[config.mk]
export PLATFORM = sky130hd
export DESIGN_NAME = smaesh_host_bridge
export DESIGN_NICKNAME = d
export VERILOG_FILES = /design/src/rtl/smaesh_host_bridge_pkg.sv /design/src/rtl/smaesh_host_bridge_recombine.sv /design/src/rtl/smaesh_host_bridge.sv
export SDC_FILE = /design/constraint.sdc
export NUM_CORES = 1
export LEC_CHECK = 0
export ABC_AREA = 1
export CAP_MARGIN = 0
export CORE_UTILIZATION = 40
export CTS_CLUSTER_SIZE = 24
export DETAILED_ROUTE_END_ITERATION = 10
export PLACE_DENSITY = 0.69
export SYNTH_ARGS = -nofsm -noshare
export SYNTH_HDL_FRONTEND = slang
export SYNTH_SLANG_ARGS = --single-unit
[constraint.sdc]
create_clock -name clk -period 9.3 [get_ports clk]
set_input_delay 2.79 -clock clk [delete_from_list [all_inputs] [get_ports clk]]
set_output_delay 2.79 -clock clk [all_outputs]
set_load 0.005 [all_outputs]
[src/rtl/smaesh_host_bridge_pkg.sv]
// Shared definitions for the host-side key/ciphertext bridge of the masked AES core.
package smaesh_host_bridge_pkg;

    localparam logic [1:0] KEY_CFG_128  = 2'd0;
    localparam logic [1:0] KEY_CFG_192  = 2'd1;
    localparam logic [1:0] KEY_CFG_256  = 2'd2;
    localparam logic [1:0] KEY_CFG_RSVD = 2'd3;

    localparam int WORD_W   = 32;
    localparam int KEY_WRDS = 8;
    localparam int CT_WRDS  = 4;
    localparam int BLOCK_W  = 128;

    typedef enum logic {K_IDLE, K_SEND} key_state_t;
    typedef enum logic {C_EMPTY, C_FULL} ct_state_t;

    // Number of 32-bit key words streamed for a given key-size configuration.
    function automatic logic [3:0] key_words(input logic [1:0] cfg);
        logic [3:0] n;
        case (cfg)
            KEY_CFG_128: n = 4'd4;
            KEY_CFG_192: n = 4'd6;
            KEY_CFG_256: n = 4'd8;
            default:     n = 4'd0;
        endcase
        return n;
    endfunction

endpackage

[src/rtl/smaesh_host_bridge_recombine.sv]
// XOR recombination of d Boolean shares into one unmasked value.
module shares_recombine #(
    parameter int d     = 2,
    parameter int count = 128
) (
    input  logic [count*d-1:0] i_shares,
    output logic [count-1:0]   o_combined
);

    // Fold every share into the running XOR; share j sits at bits [count*j +: count].
    always_comb begin
        o_combined = '0;
        for (int j = 0; j < d; j++) begin
            o_combined = o_combined ^ i_shares[count*j +: count];
        end
    end

endmodule

[src/rtl/smaesh_host_bridge.sv]
// Host bridge: serialises a full key into 32-bit words toward the core and
// recombines/serialises the core's shared ciphertext into four 32-bit words.
module smaesh_host_bridge
    import smaesh_host_bridge_pkg::*;
#(
    parameter int d = 2
) (
    input  logic             clk,
    input  logic             rst,
    input  logic             key_valid,
    output logic             key_ready,
    input  logic [255:0]     key_data,
    input  logic [1:0]       key_size_cfg,
    input  logic             key_inverse,
    output logic             core_key_valid,
    input  logic             core_key_ready,
    output logic [31:0]      core_key_data,
    output logic [1:0]       core_key_size_cfg,
    output logic             core_key_inverse,
    output logic             key_err,
    input  logic             ct_valid,
    output logic             ct_ready,
    input  logic [128*d-1:0] ct_shares,
    output logic             out_valid,
    input  logic             out_ready,
    output logic [31:0]      out_word,
    output logic             out_last
);

    key_state_t        r_kstate;
    logic [WORD_W-1:0] r_key_w [KEY_WRDS];
    logic [1:0]        r_cfg;
    logic              r_inv;
    logic [3:0]        r_n;
    logic [2:0]        r_wk;
    logic              r_core_key_valid;
    logic [WORD_W-1:0] r_core_key_data;
    logic              r_key_err;

    ct_state_t         r_cstate;
    logic [WORD_W-1:0] r_ct_w [CT_WRDS];
    logic [1:0]        r_wc;
    logic              r_out_valid;
    logic [WORD_W-1:0] r_out_word;
    logic              r_out_last;

    logic [BLOCK_W-1:0] w_plain;
    logic [2:0]         w_wk_nxt;
    logic [1:0]         w_wc_nxt;
    logic               w_key_hs;
    logic               w_ct_hs;
    logic               w_key_last;

    shares_recombine #(
        .d     (d),
        .count (BLOCK_W)
    ) u_recombine (
        .i_shares   (ct_shares),
        .o_combined (w_plain)
    );

    // Readies come from state only (never from downstream readies) and are held low during reset.
    assign key_ready = (r_kstate == K_IDLE) && !rst;
    assign ct_ready  = (r_cstate == C_EMPTY) && !rst;

    assign w_key_hs   = key_valid && key_ready;
    assign w_ct_hs    = ct_valid && ct_ready;
    assign w_wk_nxt   = r_wk + 3'd1;
    assign w_wc_nxt   = r_wc + 2'd1;
    assign w_key_last = ({1'b0, r_wk} == (r_n - 4'd1));

    assign core_key_valid    = r_core_key_valid;
    assign core_key_data     = r_core_key_data;
    assign core_key_size_cfg = r_cfg;
    assign core_key_inverse  = r_inv;
    assign key_err           = r_key_err;

    assign out_valid = r_out_valid;
    assign out_word  = r_out_word;
    assign out_last  = r_out_last;

    // Key streamer: latch the whole key on accept, then present one word per core handshake.
    always_ff @(posedge clk) begin
        if (rst) begin
            r_kstate         <= K_IDLE;
            r_cfg            <= KEY_CFG_128;
            r_inv            <= 1'b0;
            r_n              <= 4'd0;
            r_wk             <= 3'd0;
            r_core_key_valid <= 1'b0;
            r_core_key_data  <= '0;
            r_key_err        <= 1'b0;
            for (int i = 0; i < KEY_WRDS; i++) begin
                r_key_w[i] <= '0;
            end
        end else begin
            r_key_err <= 1'b0;
            case (r_kstate)
                K_IDLE: begin
                    if (w_key_hs) begin
                        for (int i = 0; i < KEY_WRDS; i++) begin
                            r_key_w[i] <= key_data[WORD_W*i +: WORD_W];
                        end
                        r_cfg           <= key_size_cfg;
                        r_inv           <= key_inverse;
                        r_n             <= key_words(key_size_cfg);
                        r_wk            <= 3'd0;
                        r_core_key_data <= key_data[WORD_W-1:0];
                        // A reserved size is accepted but dropped: flag it, emit nothing.
                        if (key_size_cfg == KEY_CFG_RSVD) begin
                            r_key_err <= 1'b1;
                        end else begin
                            r_kstate         <= K_SEND;
                            r_core_key_valid <= 1'b1;
                        end
                    end
                end
                K_SEND: begin
                    if (core_key_ready) begin
                        if (w_key_last) begin
                            r_kstate         <= K_IDLE;
                            r_core_key_valid <= 1'b0;
                        end else begin
                            r_wk            <= w_wk_nxt;
                            r_core_key_data <= r_key_w[w_wk_nxt];
                        end
                    end
                end
            endcase
        end
    end

    // Ciphertext serializer: capture the recombined block, then emit words 0..3 with last on word 3.
    always_ff @(posedge clk) begin
        if (rst) begin
            r_cstate    <= C_EMPTY;
            r_wc        <= 2'd0;
            r_out_valid <= 1'b0;
            r_out_word  <= '0;
            r_out_last  <= 1'b0;
            for (int i = 0; i < CT_WRDS; i++) begin
                r_ct_w[i] <= '0;
            end
        end else begin
            case (r_cstate)
                C_EMPTY: begin
                    if (w_ct_hs) begin
                        for (int i = 0; i < CT_WRDS; i++) begin
                            r_ct_w[i] <= w_plain[WORD_W*i +: WORD_W];
                        end
                        r_wc        <= 2'd0;
                        r_out_word  <= w_plain[WORD_W-1:0];
                        r_out_valid <= 1'b1;
                        r_out_last  <= 1'b0;
                        r_cstate    <= C_FULL;
                    end
                end
                C_FULL: begin
                    if (out_ready) begin
                        if (r_wc == 2'd3) begin
                            r_cstate    <= C_EMPTY;
                            r_out_valid <= 1'b0;
                            r_out_last  <= 1'b0;
                        end else begin
                            r_wc       <= w_wc_nxt;
                            r_out_word <= r_ct_w[w_wc_nxt];
                            r_out_last <= (w_wc_nxt == 2'd3);
                        end
                    end
                end
            endcase
        end
    end

endmodule

==> key figures, run 1 <==
Synth
  • Mapped Area: about 0.023 mm2
  • YS warnings: 0
  • Sequential-to-total area share from yosys stat: 0.573
  • Flip-flop and latch count after synthesis: around 470
  • Avg Inst Size Synth: 8.32 um2
  • Number of distinct library cells after synthesis: 26
  • Cells after synthesis: between 2000 and 3000
  • Synthesized Nets: ~3300

Route
  • Number of iterations in the first detailed-routing pass: 5
  • Via Count: 19000
  • Count of antenna-violating nets left after detailed routing: 0
  • Routed wirelength normalized by instance count: 17.6 um
  • Total Wirelength: ~70 mm
  • DRC errors left: 0
  • Post-detailed-route via-to-cell ratio: around 4.6
  • Violation count after the first detailed-routing iteration: between 1000 and 1500

Floorplanning
  • Die Ht: 241 um
  • Die span in x: roughly 240 um
  • I/O pin count: roughly 590
  • Initial cell density of the core: 0.406
  • Row cnt: 87
  • Core outline area: 0.0565 mm2
  • Full die area: a little under 0.06 mm2

Clock network
  • CTS Buf Count: 52
  • Post-CTS Setup Repair Bufs: 0
  • Clock tree from TritonCTS: built
  • Maximum buffer depth of the clock tree: 3
  • H-tree Lvls: 2
  • Hold bufs inserted after CTS: 0
  • Quantity of gates resized following cts: 0
  • Cell chosen for the clock root: sky130_fd_sc_hd__clkbuf_16
  • Clock transition time at the flip-flop clock pins of the worst setup and hold paths: roughly 60 ps
  • Clock insertion delay at the later pin of the skew report: roughly 600 ps
  • Clk sink count: approximately 470

Critical path
  • Cells along the critical path: buf_4, nor2_1, clkdlybuf4s50_1
  • Setup CP Type: in2out
  • Reg2reg setup slack: between 5000 and 6000 ps
  • Delay of the slowest cell on the worst path: slightly below 600 ps
  • Critical-path top delay cell: sky130_fd_sc_hd__clkdlybuf4s50_1
  • CP Data Required Time: 6510 ps
  • Crit path capture type: output port
  • Largest fanout on the critical path: 7
  • Critical path startpoint category: input pin
  • Data arrival time of the worst path: roughly 3800 ps
  • Count of buffer and inverter cells on the critical path: 2
  • Category of cells accounting for the largest share of critical-path delay: buffers and inverters

GRT
  • GRT Util Overall: 0.240
  • GRT Residual Overflow: 0
  • Wire length of the first global-routing pass: approximately 100 mm
  • Number of antenna violations at the first check in global routing: 9
  • Number of global-route vias before repair: 17700
  • Pin count of the biggest net entering global routing: 143

Placement
  • Placement-stage worst setup slack: 2670 ps
  • DP HPWL: ~49 mm
  • PortBufs: around 600
  • Standard cell area after detailed placement: approximately 0.029 mm2
  • Final estimated routing congestion in global placement: between 0.8 and 0.9

Layout
  • Final Net Count: 3807
  • Fraction of final layout cells sized beyond drive strength 1: 0.0370
  • Post-route cell area: approximately 0.031 mm2
  • Layout Area Growth over Synthesis: 36.2%

STA
  • Tmin final: 6630 ps
  • Final Cycle Share: 0.712
  • Post-route setup TNS: 0 ps
  • Clock Skew: 25.1 ps
  • Worst-Margin Slew: 1100 ps
  • Worst setup margin: ~2700 ps
  • Total count of hold-check failures in the final report: 0
  • Final setup violation count: 0
  • Unrepaired setup endpoints after global routing: false
  • Final-report max-slew violation count: 0
  • Worst max-slew margin expressed relative to the limit: 0.266
  • Maximum operating frequency: ~150 MHz

Worst hold path
  • Worst hold-check path type: reg2reg

Job
  • Max-cap violation count: 0

Run status
  • Outcome: complete, no violations

Power
  • Power density relative to cell area: roughly 180 mW/mm2
  • LEAKAGE: between 0.01 and 0.015 uW
  • Worst VDD drop: 0.000135 V
-- final cells by class --
type | instances | area [um2]
timing repair buffer | 615 | 6110
fill | 5147 | 25300
tap | 756 | 946
multi-input combinational | 1695 | 7550
clock inverter | 24 | 239
antenna | 6 | 15.0
clock buffer | 73 | 1520
inverter | 453 | 1700
sequential | 465 | 13200
-- synth_stat cells --
cell type | number | area [um2]
sky130_fd_sc_hd__nand3_2 | 1 | 10.0
sky130_fd_sc_hd__o21ai_0 | 69 | 345
sky130_fd_sc_hd__xnor2_1 | 128 | 1120
sky130_fd_sc_hd__o211ai_1 | 31 | 233
sky130_fd_sc_hd__a31oi_1 | 1 | 6.26
sky130_fd_sc_hd__o32ai_1 | 1 | 8.76
sky130_fd_sc_hd__nand2_2 | 1 | 6.26
sky130_fd_sc_hd__or2_1 | 1 | 6.26
sky130_fd_sc_hd__dfxtp_1 | 81 | 1620
sky130_fd_sc_hd__inv_2 | 4 | 15.0
sky130_fd_sc_hd__a211oi_1 | 1 | 7.51
sky130_fd_sc_hd__o22ai_1 | 33 | 206
sky130_fd_sc_hd__nand3_1 | 63 | 315
sky130_fd_sc_hd__nand2_1 | 640 | 2400
sky130_fd_sc_hd__edfxtp_1 | 384 | 11500
sky130_fd_sc_hd__ha_1 | 4 | 50.1
sky130_fd_sc_hd__nor2_2 | 1 | 6.26
sky130_fd_sc_hd__inv_1 | 449 | 1690
sky130_fd_sc_hd__buf_2 | 43 | 215
sky130_fd_sc_hd__nand4_1 | 2 | 12.5
sky130_fd_sc_hd__and3_1 | 1 | 6.26
sky130_fd_sc_hd__buf_4 | 3 | 22.5
sky130_fd_sc_hd__buf_1 | 20 | 75.1
sky130_fd_sc_hd__clkbuf_1 | 77 | 289
sky130_fd_sc_hd__nor2_1 | 680 | 2550
sky130_fd_sc_hd__a21oi_1 | 37 | 185
-- worst paths after layout --
path,cells past startpoint,endpoint,startpoint
setup reg to reg,9,core_key_data[10]$_SDFFE_PP0P_,r_wk[0]$_SDFFE_PP0P_
hold / removal,2,r_n[2]$_SDFFE_PP0P_,r_n[2]$_SDFFE_PP0P_
hold reg to reg,2,r_n[2]$_SDFFE_PP0P_,r_n[2]$_SDFFE_PP0P_
setup / recovery,3,key_ready,rst
-- flip-flops by register name, summed over array words and instances (netlist names) --
signal	count
core_key_data	32
core_key_inverse	1
core_key_size_cfg	2
core_key_valid	1
key_err	1
out_last	1
out_valid	1
out_word	32
r_cstate	1
r_ct_w	128
r_key_w	256
r_kstate	1
r_n	3
r_wc	2
r_wk	3
-- per-layer routing --
metal / track usage / vias to the layer above / share of wire
li1: - / 9495 / -
met1: 0.307 / 8769 / 0.42
met2: 0.410 / 592 / 0.49
met3: 0.0446 / 105 / 0.066
met4: 0.0744 / 6 / 0.026
met5: 0 / - / 0.00047
-- cells in the final DEF, fill, tap and decap left out, types with 2 or more instances in the layout --
cell type | synthesis | routed
sky130_fd_sc_hd__diode_2 | 0 | 6
sky130_fd_sc_hd__inv_1 | 449 | 448
sky130_fd_sc_hd__dfxtp_1 | 81 | 78
sky130_fd_sc_hd__inv_6 | 0 | 3
sky130_fd_sc_hd__nand2_1 | 640 | 636
sky130_fd_sc_hd__nor2_1 | 680 | 679
sky130_fd_sc_hd__clkbuf_8 | 0 | 12
sky130_fd_sc_hd__ha_1 | 4 | 3
sky130_fd_sc_hd__clkinv_1 | 0 | 7
sky130_fd_sc_hd__clkbuf_1 | 77 | 8
sky130_fd_sc_hd__xnor2_1 | 128 | 128
sky130_fd_sc_hd__nand4_1 | 2 | 2
sky130_fd_sc_hd__a21oi_1 | 37 | 36
sky130_fd_sc_hd__clkinvlp_4 | 0 | 3
sky130_fd_sc_hd__o21ai_0 | 69 | 69
sky130_fd_sc_hd__dfxtp_2 | 0 | 2
sky130_fd_sc_hd__clkinv_4 | 0 | 2
sky130_fd_sc_hd__clkdlybuf4s50_1 | 0 | 592
sky130_fd_sc_hd__o22ai_1 | 33 | 33
sky130_fd_sc_hd__nand3_1 | 63 | 63
sky130_fd_sc_hd__clkbuf_16 | 0 | 53
sky130_fd_sc_hd__buf_4 | 3 | 22
sky130_fd_sc_hd__bufinv_16 | 0 | 4
sky130_fd_sc_hd__edfxtp_1 | 384 | 384
sky130_fd_sc_hd__o211ai_1 | 31 | 31
sky130_fd_sc_hd__inv_2 | 4 | 2
sky130_fd_sc_hd__nand2_4 | 0 | 3
sky130_fd_sc_hd__clkinv_2 | 0 | 8
-- power by group --
part           switching [uW]  total, uW  internal (uW)  leakage, uW
registers                68.7       2530           2460      0.00471
logic                     628       1120            495      0.00801
clock network             858       2110           1250     0.000861
-- through the flow --
stage | util | cells | total power [uW] | hold WS, ps
6_report | 0.553 | 4087 | 5760 | 482
5_1_grt | 0.553 | 4086 | 6010 | 497
4_1_cts | 0.553 | 4081 | 5800 | 484
3_5_place_dp | 0.522 | 3984 | 3690 | 470
3_3_place_gp | 0.522 | 3984 | 3680 | 456
2_1_floorplan | - | 2756 | 3150 | 447
-- cell families (layout without fill, tap and decap cells) --
family          after synthesis  in the layout  share of synthesized area
fa+ha+maj                     4              4                    0.00218
xor+xnor                    128            128                     0.0489
buf+inv                     596           1165                      0.100
simple gates               1390           1390                      0.232
other cells                   0              6                          0
flops                       465            465                      0.573
compound gates              173            173                     0.0433
-- worst reg2reg max path: cells and delay by family (launching register included) --
| kind | cells | cell delay (ps) |
|---|---|---|
| DFF | 1 | 770 |
| AOI/OAI and AO/OA | 1 | 110 |
| and+or+nand+nor | 6 | 800 |
| buffers and inverters | 2 | 1570 |
No activity file was read; power rests on OpenSTA's default activity.
==> run 2, diff against run 1 <==
Clock period 9.3 ns to 5.4 ns, I/O delays scaled along.
==> key figures, run 2 (synthesized netlist as in run 1, its figures left out) <==
Clock network
  • Post-CTS Setup Repair Bufs: 0
  • Clock tree from TritonCTS: built
  • Hold bufs inserted after CTS: 0
  • Quantity of gates resized following cts: 0
  • Maximum buffer depth of the clock tree: 3
  • Clock transition time at the flip-flop clock pins of the worst setup and hold paths: approximately 60 ps
  • H-tree Lvls: 2
  • Cell chosen for the clock root: sky130_fd_sc_hd__clkbuf_16
  • Clock insertion delay at the later pin of the skew report: approximately 600 ps
  • Clk sink count: ~470
  • CTS Buf Count: 52

Floorplanning
  • Row cnt: 87
  • Die span in x: ~240 um
  • I/O pin count: ~590
  • Full die area: approximately 0.058 mm2
  • Core outline area: approximately 0.056 mm2
  • Initial cell density of the core: 0.406
  • Die Ht: between 200 and 250 um

Power
  • LEAKAGE: 0.0136 uW
  • Power density relative to cell area: between 300 and 400 mW/mm2
  • Internal: ~7200 uW
  • Switching power share of the total: 0.271
  • Final Total Pwr: 9940 uW
  • Logic gate share of total power: 0.195
  • Worst VDD drop: 0.000254 V
  • Reported net switching power: approximately 2700 uW
  • Portion of total power attributed to sequential cells: 0.439
  • Clk pwr share: 0.367

Route
  • Via Count: ~19000
  • Routed wirelength normalized by instance count: about 18 um
  • Post-detailed-route via-to-cell ratio: 4.66
  • Count of antenna-violating nets left after detailed routing: 0
  • Violation count after the first detailed-routing iteration: 1442
  • Number of iterations in the first detailed-routing pass: 5
  • DRC errors left: 0
  • Total Wirelength: a little over 70 mm

Layout
  • Final Net Count: 3812
  • Post-route cell area: roughly 0.031 mm2
  • Register name with the most flops: r_key_w
  • Largest registers in the final layout: r_key_w x256, r_ct_w x128
  • Final cell utilization of the core: 0.555
  • Layout Area Growth over Synthesis: 36.6%
  • Max FFs per register: roughly 260
  • Count of fill cells added during filler insertion: roughly 5100
  • Most common library cell in the layout ignoring fill and taps: sky130_fd_sc_hd__nor2_1
  • Fraction of final layout cells sized beyond drive strength 1: 0.0360
  • Commonest cells after routing, fill and taps aside: sky130_fd_sc_hd__nor2_1, sky130_fd_sc_hd__nand2_1, sky130_fd_sc_hd__clkdlybuf4s50_1, sky130_fd_sc_hd__inv_1, sky130_fd_sc_hd__edfxtp_1

Critical path
  • Data arrival time of the worst path: 2710 ps
  • Worst R2R End: core_key_data[4]$_SDFFE_PP0P_
  • Largest fanout on the critical path: 4
  • Critical-path top delay cell: sky130_fd_sc_hd__clkdlybuf4s50_1
  • Crit path capture type: output port
  • Count of buffer and inverter cells on the critical path: 2
  • Critical path startpoint category: input pin
  • Delay of the slowest cell on the worst path: ~590 ps
  • CP Data Required Time: approximately 3800 ps
  • Category of cells accounting for the largest share of critical-path delay: buffers and inverters
  • Setup CP Type: in2out
  • Number of cells on the worst reg-to-reg path: 9
  • Reg2reg setup slack: between 2000 and 2500 ps
  • Worst R2R Start: r_wk[0]$_SDFFE_PP0P_
  • Cells along the critical path: buf_4, nor2_1, clkdlybuf4s50_1

STA
  • Final setup violation count: 0
  • Worst-Margin Slew: roughly 1000 ps
  • Post-route setup TNS: 0 ps
  • Total count of hold-check failures in the final report: 0
  • Maximum operating frequency: about 230 MHz
  • Worst max-slew margin expressed relative to the limit: 0.309
  • Tmin final: between 4000 and 5000 ps
  • Final Cycle Share: 0.803
  • Unrepaired setup endpoints after global routing: false
  • Hold Slack: roughly 460 ps
  • Clock Skew: around 24 ps
  • Final-report max-slew violation count: 0

Placement
  • DP HPWL: roughly 50 mm
  • Final estimated routing congestion in global placement: roughly 0.87
  • Standard cell area after detailed placement: around 0.03 mm2
  • PortBufs: 593

Worst hold path
  • Number of cells on the worst hold path: 2
  • Worst hold path startpoint: core_key_inverse$_SDFFE_PP0P_
  • Worst hold-check path type: reg2reg
  • Hold Path End: core_key_inverse$_SDFFE_PP0P_

GRT
  • GRT Util Overall: 0.241
  • Number of global-route vias before repair: between 15000 and 20000
  • Number of antenna violations at the first check in global routing: 11
  • GRT Residual Overflow: 0
  • Pin count of the biggest net entering global routing: 91
  • Wire length of the first global-routing pass: ~100 mm

Job
  • Max-cap violation count: 0

Run status
  • Outcome: complete, no violations
[run 2: cell types whose count changed in the layout (fill, tap and decap cells not counted), sizes merged]
cell and delta:
clkbuf -9, clkinv +8, inv +1, buf +5, clkinvlp -2, bufinv +3
diode +5
[run 2: layer usage]
layer / global-route usage / vias to the layer above / share of wire
met2: 0.401 / 649 / 0.48
met1: 0.305 / 8767 / 0.41
li1: - / 9535 / -
met4: 0.102 / 6 / 0.037
met5: 0 / - / 0.00064
met3: 0.0473 / 139 / 0.073
[run 2: worst max-delay path by stage]
stage,start,end,slack (ps),cells past startpoint
3_3_place_gp,rst,key_ready,1080,3
4_1_cts,rst,key_ready,1070,3
6_report,rst,key_ready,1070,3
5_1_grt,rst,key_ready,1060,3
3_5_place_dp,rst,key_ready,1070,3
2_1_floorplan,rst,r_ct_w[0][0]$_SDFFCE_PN0P_,920,6
[run 2: power by group through the flow]
stage | Clock, uW | Combinational, uW | Sequential [uW]
after floorplan | 0 | 1010 | 4400
after global placement | 0 | 1930 | 4430
after detailed placement | 0 | 1950 | 4430
after CTS | 3710 | 1960 | 4360
after global routing | 3840 | 2140 | 4390
final | 3640 | 1940 | 4360
[run 2: cell type report]
class,count,area (um2),area share
Sequential cell,465,13200,0.420
Antenna cell,11,27.5,0.000879
Clock buffer,64,1380,0.0440
Multi-Input combinational cell,1695,7550,0.241
Clock inverter,34,369,0.0118
Tap cell,756,946,0.0302
Timing Repair Buffer,620,6200,0.198
Inverter,453,1700,0.0544
[run 2: tightest hold or removal path: cells and delay by family, from the launching register on]
kind | cells | cell delay (ps)
DFF | 1 | 300
and+or+nand+nor | 2 | 110
[run 2: stage by stage]
stage / instances / worst slack (ps)
after floorplan: 2756 / 920
after global placement: 3989 / 1080
after detailed placement: 3989 / 1070
after CTS: 4087 / 1070
after global routing: 4093 / 1060
final: 4098 / 1070
